File: src/rtl/clock_div_cfg_pkg.sv
// Shared types and constants for the clock divider configuration sequencer.
package clock_div_cfg_pkg;

  localparam int unsigned DIV_W_DEFAULT = 8;

  // Divider settings the macro sees out of reset (divide by exactly 1).
  localparam int unsigned MFI_RST = 1;
  localparam int unsigned MFN_RST = 0;
  localparam int unsigned MFD_RST = 1;

  typedef enum logic [1:0] {
    OpDisable = 2'd0,
    OpEnable  = 2'd1,
    OpUpdate  = 2'd2,
    OpRsvd    = 2'd3
  } op_e;

  typedef enum logic [1:0] {
    RespOk      = 2'd0,
    RespIllegal = 2'd1,
    RespTimeout = 2'd2
  } resp_code_e;

  typedef enum logic [2:0] {
    StIdle,
    StEnWait,
    StLoad,
    StUpdReq,
    StUpdRel,
    StResp,
    StFault
  } state_e;

endpackage

File: src/rtl/clock_div_config_sequencer_if.sv
// Local request/response port of the sequencer: valid/ready request, pulsed response.
interface clock_div_config_sequencer_if
  import clock_div_cfg_pkg::*;
#(
  parameter int unsigned DIV_W = DIV_W_DEFAULT
);

  logic             req_valid;
  logic             req_ready;
  op_e              req_op;
  logic [DIV_W-1:0] req_mfi;
  logic [DIV_W-1:0] req_mfn;
  logic [DIV_W-1:0] req_mfd;
  logic             resp_valid;
  resp_code_e       resp_code;
  logic             busy;

  modport master (
    output req_valid, req_op, req_mfi, req_mfn, req_mfd,
    input  req_ready, resp_valid, resp_code, busy
  );

  modport slave (
    input  req_valid, req_op, req_mfi, req_mfn, req_mfd,
    output req_ready, resp_valid, resp_code, busy
  );

endinterface

File: src/rtl/clock_div_ack_sync.sv
// Single-bit multi-flop synchroniser, all stages cleared by the async reset.
module clock_div_ack_sync #(
  parameter int unsigned SYNC_STAGES = 2
) (
  input  logic clock,
  input  logic async_resetn,
  input  logic d,
  output logic q
);

  logic [SYNC_STAGES-1:0] sync_q;

  always_ff @(posedge clock or negedge async_resetn) begin
    if (!async_resetn) begin
      sync_q <= '0;
    end else begin
      sync_q <= {sync_q[SYNC_STAGES-2:0], d};
    end
  end

  assign q = sync_q[SYNC_STAGES-1];

endmodule

File: src/rtl/clock_div_config_sequencer.sv
// Sequences enable/disable/update requests onto the clock divider macro handshakes,
// with synchronised acks and a shared wait timeout.
module clock_div_config_sequencer
  import clock_div_cfg_pkg::*;
#(
  parameter int unsigned DIV_W          = DIV_W_DEFAULT,
  parameter int unsigned SYNC_STAGES    = 2,
  parameter int unsigned TIMEOUT_CYCLES = 1023
) (
  input  logic                         clock,
  input  logic                         async_resetn,
  clock_div_config_sequencer_if.slave  bus,
  output logic                         async_enable,
  input  logic                         async_enable_ack,
  output logic                         async_update,
  input  logic                         async_update_ack,
  output logic [DIV_W-1:0]             mfi,
  output logic [DIV_W-1:0]             mfn,
  output logic [DIV_W-1:0]             mfd
);

  localparam int unsigned CntW = $clog2(TIMEOUT_CYCLES + 1);
  localparam logic [CntW-1:0] CntLast = CntW'(TIMEOUT_CYCLES - 1);

  state_e           state_q;
  logic             ready_q, busy_q, resp_valid_q;
  resp_code_e       resp_code_q;
  logic             enable_q, update_q;
  logic [DIV_W-1:0] mfi_q, mfn_q, mfd_q;
  logic [CntW-1:0]  cnt_q;

  logic en_ack_s, upd_ack_s;
  logic upd_illegal;
  logic wait_done;

  clock_div_ack_sync #(.SYNC_STAGES(SYNC_STAGES)) u_en_sync (
    .clock        (clock),
    .async_resetn (async_resetn),
    .d            (async_enable_ack),
    .q            (en_ack_s)
  );

  clock_div_ack_sync #(.SYNC_STAGES(SYNC_STAGES)) u_upd_sync (
    .clock        (clock),
    .async_resetn (async_resetn),
    .d            (async_update_ack),
    .q            (upd_ack_s)
  );

  assign upd_illegal = (bus.req_mfi == '0) || (bus.req_mfd == '0) ||
                       (bus.req_mfn >= bus.req_mfd);

  always_comb begin
    case (state_q)
      StEnWait: wait_done = (en_ack_s == enable_q);
      StUpdReq: wait_done = upd_ack_s;
      StUpdRel: wait_done = !upd_ack_s;
      default:  wait_done = 1'b0;
    endcase
  end

  // ready/busy are defaulted to "not idle" and overridden on every path into StIdle.
  always_ff @(posedge clock or negedge async_resetn) begin
    if (!async_resetn) begin
      state_q      <= StIdle;
      ready_q      <= 1'b0;
      busy_q       <= 1'b0;
      resp_valid_q <= 1'b0;
      resp_code_q  <= RespOk;
      enable_q     <= 1'b0;
      update_q     <= 1'b0;
      mfi_q        <= DIV_W'(MFI_RST);
      mfn_q        <= DIV_W'(MFN_RST);
      mfd_q        <= DIV_W'(MFD_RST);
      cnt_q        <= '0;
    end else begin
      ready_q      <= 1'b0;
      busy_q       <= 1'b1;
      resp_valid_q <= 1'b0;
      resp_code_q  <= RespOk;
      cnt_q        <= '0;
      case (state_q)
        StIdle: begin
          ready_q <= 1'b1;
          busy_q  <= 1'b0;
          if (bus.req_valid && ready_q) begin
            ready_q <= 1'b0;
            busy_q  <= 1'b1;
            case (bus.req_op)
              OpDisable, OpEnable: begin
                enable_q <= bus.req_op[0];
                state_q  <= StEnWait;
              end
              OpUpdate: begin
                if (upd_illegal) begin
                  resp_valid_q <= 1'b1;
                  resp_code_q  <= RespIllegal;
                  state_q      <= StResp;
                end else begin
                  mfi_q   <= bus.req_mfi;
                  mfn_q   <= bus.req_mfn;
                  mfd_q   <= bus.req_mfd;
                  state_q <= StLoad;
                end
              end
              default: begin
                resp_valid_q <= 1'b1;
                resp_code_q  <= RespIllegal;
                state_q      <= StResp;
              end
            endcase
          end
        end
        StLoad: begin
          update_q <= 1'b1;
          state_q  <= StUpdReq;
        end
        StEnWait, StUpdReq, StUpdRel: begin
          // Exit condition has priority over the timeout threshold.
          if (wait_done) begin
            if (state_q == StUpdReq) begin
              update_q <= 1'b0;
              state_q  <= StUpdRel;
            end else begin
              resp_valid_q <= 1'b1;
              state_q      <= StResp;
            end
          end else if (cnt_q == CntLast) begin
            update_q     <= 1'b0;
            resp_valid_q <= 1'b1;
            resp_code_q  <= RespTimeout;
            state_q      <= StFault;
          end else begin
            cnt_q <= cnt_q + CntW'(1);
          end
        end
        StResp: begin
          ready_q <= 1'b1;
          busy_q  <= 1'b0;
          state_q <= StIdle;
        end
        StFault: begin
          // Wait for the macro to settle before accepting anything new.
          if (!upd_ack_s && (en_ack_s == enable_q)) begin
            ready_q <= 1'b1;
            busy_q  <= 1'b0;
            state_q <= StIdle;
          end
        end
        default: begin
          ready_q <= 1'b1;
          busy_q  <= 1'b0;
          state_q <= StIdle;
        end
      endcase
    end
  end

  assign bus.req_ready  = ready_q;
  assign bus.resp_valid = resp_valid_q;
  assign bus.resp_code  = resp_code_q;
  assign bus.busy       = busy_q;
  assign async_enable   = enable_q;
  assign async_update   = update_q;
  assign mfi            = mfi_q;
  assign mfn            = mfn_q;
  assign mfd            = mfd_q;

endmodule
File: src/flat_wrapper.sv
// flat-port wrapper written by rule: the top's interface ports become plain ports
module clock_div_config_sequencer_flat import clock_div_cfg_pkg::*;
#(
  parameter int unsigned DIV_W          = DIV_W_DEFAULT,
  parameter int unsigned SYNC_STAGES    = 2,
  parameter int unsigned TIMEOUT_CYCLES = 1023
)
  (clock, async_resetn, async_enable, async_enable_ack, async_update, async_update_ack, mfi, mfn, mfd, bus_req_valid, bus_req_op, bus_req_mfi, bus_req_mfn, bus_req_mfd, bus_req_ready, bus_resp_valid, bus_resp_code, bus_busy);
  clock_div_config_sequencer_if #(.DIV_W(DIV_W)) bus_i ();
  input  logic clock;
  input  logic async_resetn;
  output logic async_enable;
  input  logic async_enable_ack;
  output logic async_update;
  input  logic async_update_ack;
  output logic [DIV_W-1:0] mfi;
  output logic [DIV_W-1:0] mfn;
  output logic [DIV_W-1:0] mfd;
  input wire logic [$bits(bus_i.req_valid)-1:0] bus_req_valid;
  input wire logic [$bits(bus_i.req_op)-1:0] bus_req_op;
  input wire logic [$bits(bus_i.req_mfi)-1:0] bus_req_mfi;
  input wire logic [$bits(bus_i.req_mfn)-1:0] bus_req_mfn;
  input wire logic [$bits(bus_i.req_mfd)-1:0] bus_req_mfd;
  output wire logic [$bits(bus_i.req_ready)-1:0] bus_req_ready;
  output wire logic [$bits(bus_i.resp_valid)-1:0] bus_resp_valid;
  output wire logic [$bits(bus_i.resp_code)-1:0] bus_resp_code;
  output wire logic [$bits(bus_i.busy)-1:0] bus_busy;
  assign bus_i.req_valid = bus_req_valid;
  assign bus_i.req_op = bus_req_op;
  assign bus_i.req_mfi = bus_req_mfi;
  assign bus_i.req_mfn = bus_req_mfn;
  assign bus_i.req_mfd = bus_req_mfd;
  assign bus_req_ready = bus_i.req_ready;
  assign bus_resp_valid = bus_i.resp_valid;
  assign bus_resp_code = bus_i.resp_code;
  assign bus_busy = bus_i.busy;
  clock_div_config_sequencer #(.DIV_W(DIV_W), .SYNC_STAGES(SYNC_STAGES), .TIMEOUT_CYCLES(TIMEOUT_CYCLES)) u_core (.clock(clock), .async_resetn(async_resetn), .bus(bus_i), .async_enable(async_enable), .async_enable_ack(async_enable_ack), .async_update(async_update), .async_update_ack(async_update_ack), .mfi(mfi), .mfn(mfn), .mfd(mfd));
endmodule
File: config.mk
export PLATFORM = sky130hd
export DESIGN_NAME = clock_div_config_sequencer_flat
export DESIGN_NICKNAME = d
export VERILOG_FILES = /design/src/rtl/clock_div_cfg_pkg.sv /design/src/rtl/clock_div_config_sequencer_if.sv /design/src/rtl/clock_div_ack_sync.sv /design/src/rtl/clock_div_config_sequencer.sv /design/src/flat_wrapper.sv
export SDC_FILE = /design/constraint.sdc
export NUM_CORES = 1
export LEC_CHECK = 0
export ABC_AREA = 1
export BUFFER_PORTS_ARGS = -buffer_cell sky130_fd_sc_hd__buf_2
export CAP_MARGIN = 20
export CORE_AREA = 3 3 69 71
export DETAILED_ROUTE_END_ITERATION = 16
export DIE_AREA = 0 0 72 74
export GPL_ROUTABILITY_DRIVEN = 0
export PLACE_DENSITY = 0.83
export SETUP_SLACK_MARGIN = 0.4
export SLEW_MARGIN = 25
export SYNTH_ARGS = -nofsm -noshare
export SYNTH_HDL_FRONTEND = slang
export SYNTH_SLANG_ARGS = --single-unit
File: constraint.sdc
create_clock -name clock -period 2.5 [get_ports clock]
set_input_delay 0.125 -clock clock [delete_from_list [all_inputs] [get_ports clock]]
set_output_delay 0.125 -clock clock [all_outputs]
set_load 0.05 [all_outputs]
==> summary.md <==
The worst hold path begins at bus_req_mfi[0]. Final hold analysis gives a worst-case slack of 0.0440 ns. STA classifies the critical path startpoint as a flop. For the final net count, the log shows 393. The number of port buffers came out at 61. Measured on the finished design, the core utilization comes to 66.0%.

Counting the buffers created by CTS gives 5. Synthesis handed over a netlist of 285 instances. The first routing iteration left 57 violations. For this run, the total global-route usage over all layers was measured as 19.5%. The detailed-route DRC error count was 0; the post-synthesis adder-cell area fraction was 5.29%. The multiplexer share of the synthesized area works out to 0%. In this run the clock root is driven by a sky130_fd_sc_hd__clkbuf_8.

The ratio of routed vias to standard cells is 4.74. Dividing the final minimum period by the clock period gives 76.0%. The final setup TNS was 0 ns.

The maximum fanout along the worst path is 11. TritonCTS built the clock tree. STA puts the critical path data required time at 2.73 ns. The tools report the number of routed nets with antenna violations as 0. Cells with a size suffix above 1 make up 25.5% of the layout. The tools report the filler cell count as 374.

The run gives 0 as the total of endpoints with negative setup slack in the final report. The largest family of logic cells by synthesized area is simple AND/OR/NAND/NOR gates. The total number of vias came out at 1918. For the maximum root-to-sink buffer count, the log shows 2. For this run the aggregate overflow at the end of global routing stands at 0. The library cells used most frequently in the layout, excluding fill and tap cells, are sky130_fd_sc_hd__nand2_1 (79), sky130_fd_sc_hd__buf_2 (61), sky130_fd_sc_hd__inv_1 (46), sky130_fd_sc_hd__dfrtp_1 (46), sky130_fd_sc_hd__nor2_1 (31).

The initial antenna violation count was 0. In this run the count of I/O pins placed on the die edge is 62. At the later pin of the worst-skew pair, clock insertion delay measures 0.29 ns.

The clock-pin slew on the worst setup and hold paths works out to 0.08 ns. Synthesis inferred 48 register bits. Across the run, the number of max-cap violations was 0.

In this run the cell area of the synthesized design comes to 2360 sq um. The floorplan step set the die height to 74 um. The wire length of the first global-routing pass is 8.14 mm.

The die is 72 um wide. Average size of a mapped cell: 8.29 sq um. The warning count from the yosys run was 0; the area fraction in and, or, nand and nor cells after synthesis was 24.6%. The worst register-to-register path ends at u_core.state_q[1]. Timing would allow up to 526 MHz. Clock skew on the completed layout was measured at 0.00631 ns.

The max-slew violation count is 0. The tools report the number of sinks handled by clock tree synthesis as 48. The total area of sequential cells was 1200 sq um; the minimum clock period was 1.90 ns. For the site row count, the log shows 24. Yosys attributes the largest share of cell area to sky130_fd_sc_hd__dfrtp_1 (49%), sky130_fd_sc_hd__nand2_1 (13%), sky130_fd_sc_hd__inv_1 (7.3%).

The number of nets in the synthesized netlist is 326. Category of the worst setup path capture point: a flop. Entering global routing, the biggest net connects 49 pins.

Across all register-to-register paths, the minimum setup slack is 0.60 ns. In this run the critical register-to-register path is launched from u_core.state_q[2]. The tools report the total count of hold-check failures in the final report as 0. The initial utilization of the core area, before any placement, comes to 55.0%. For this design the ratio of total power to cell area is 1080 nW/um^2. The repair_antennas step left the layout with diodes totalling 0. The total of cells resized after clock tree synthesis was 0; the final instance count without filler cells was 405. The multi-input combinational cells in the finished layout cover a total of 931 sq um. The netlist uses 26 different library cells.

The flow ran to the end, and the final reports show no timing, DRC or antenna violations. For the area enclosed by the die boundary, the log shows 5330 sq um. The synthesized netlist devotes 1.48% of its cell area to XOR and XNOR gates. The region available for standard cell placement spans 4290 sq um. Wires add up to 4.55 mm. The H-tree was split into 2 levels. The area share of the largest cell type after synthesis was 48.7%; the slew at the pin with the worst max-slew slack was 0.503 ns. The pre-antenna-repair detailed-routing pass consisted of 4 iterations. The capture endpoint of the worst hold path is u_core.mfi[0]. For this run, the register share of the synthesized area comes to 50.9%.

The worst register-to-register path has a depth of 9. Setup repair after global routing left no endpoint under its margin. The via count of the first global-routing pass is 1853, and the tightest slew margin relative to the limit is 66.4%. The analysis attributes to cell leakage a power of 0.00159 uW. The placed cell count was 394; the highest ir drop seen on vdd was 0.000661 V.

The depth of the worst hold-timing path is 3. The kind of critical path is flop to flop. The HPWL after detailed placement is 3.49 mm. Summed over all instances, the cell type with the most area after synthesis is sky130_fd_sc_hd__dfrtp_1. Area overhead of the layout relative to synthesis: 19.9%. The library cell used most frequently in the layout, excluding fill and tap cells, is sky130_fd_sc_hd__nand2_1. Summing the areas of all compound-gate instances in the mapped netlist gives 7.99% of the synthesized area.

Per-cell routed wire length: 11.2 um. Data arrival time of the worst path: 2.13 ns. The type of the worst min-delay path was primary input to flop.
==> registers in the layout (all words and copies together), names as in the netlist, 2 cells and up <==
name,flops
u_core.mfn,8
u_core.bus.resp_code,2
u_core.u_upd_sync.sync_q,2
u_core.mfi,8
u_core.u_en_sync.sync_q,2
u_core.mfd,8
u_core.cnt_q,10
u_core.state_q,3
==> power by group <==
| part | total, uW | leakage, uW | internal, uW | switching, uW |
|---|---|---|---|---|
| clock network | 457 | 0.0000455 | 226 | 232 |
| registers | 1120 | 0.000621 | 991 | 131 |
| logic | 1480 | 0.000923 | 382 | 1100 |
==> cell families after synthesis <==
family | Yosys count
buffers and inverters | 54
xor gates and xnor gates | 4
AOI/OAI and AO/OA | 34
and+or+nand+nor | 135
adders and majority gates | 10
DFF | 48
==> per-stage QoR <==
stage | worst slack [ns] | instance area (sq um) | power [uW]
6_report | 0.599 | 2830 | 3060
5_1_grt | 0.442 | 2830 | 3300
4_1_cts | 0.616 | 2830 | 3100
3_5_place_dp | 0.673 | 2710 | 2620
3_3_place_gp | 0.743 | 2690 | 2590
2_1_floorplan | 0.833 | 2360 | 2300
==> metal layers <==
metal / up-vias / wire length, um / track usage, %
met5: - / 0 / 0
met4: 0 / 66 / 7.93
met3: 5 / 281 / 4.19
met2: 54 / 2150 / 32.6
met1: 852 / 2060 / 25.1
li1: 1007 / - / -
==> synth_stat cells, drive strengths merged <==
cell / count
buf: 4
ha: 10
nor2: 37
a31oi: 1
xnor2: 2
clkbuf: 2
o21a: 1
nand3: 6
nand4: 4
dfstp: 2
a21oi: 5
o21ai: 27
nand2: 82
inv: 48
xor2: 2
nor3b: 3
dfrtp: 46
nor3: 3
==> worst max-delay path: stages (launching register included) <==
cell and delay [ns]:
sky130_fd_sc_hd__dfrtp_1 0.45, sky130_fd_sc_hd__inv_2 0.09, sky130_fd_sc_hd__nand2_2 0.07, sky130_fd_sc_hd__nor3b_1 0.37, sky130_fd_sc_hd__nor3_2 0.09, sky130_fd_sc_hd__nand2_1 0.36
sky130_fd_sc_hd__nand2_1 0.20, sky130_fd_sc_hd__inv_2 0.10, sky130_fd_sc_hd__nand2_1 0.05, sky130_fd_sc_hd__nand2_1 0.05
==> final cells by class <==
type / count / area share [%]
Sequential cell: 48 / 42.5
Multi-Input combinational cell: 183 / 32.9
Inverter: 48 / 6.36
Tap cell: 52 / 2.30
Timing Repair Buffer: 66 / 12.8
Clock buffer: 8 / 3.18
==> what timing repair did <==
item                      4_1_cts  5_1_grt
setup buffers                   0        0
hold endpoints to repair       20        0
hold buffers                    3        0
==> how the worst max path moves through the flow <==
stage                          from                end  slack [ns]  cells past startpoint
4_1_cts           u_core.state_q[2]  u_core.state_q[1]        0.62                      9
2_1_floorplan  u_core.bus.req_ready      u_core.mfd[3]        0.83                      7
3_3_place_gp      u_core.state_q[2]  u_core.state_q[1]        0.74                      8
3_5_place_dp      u_core.state_q[2]  u_core.state_q[1]        0.67                      9
6_report          u_core.state_q[2]  u_core.state_q[1]        0.60                      9
5_1_grt           u_core.state_q[2]  u_core.state_q[2]        0.44                      9
(Power assumes the default switching activity.)
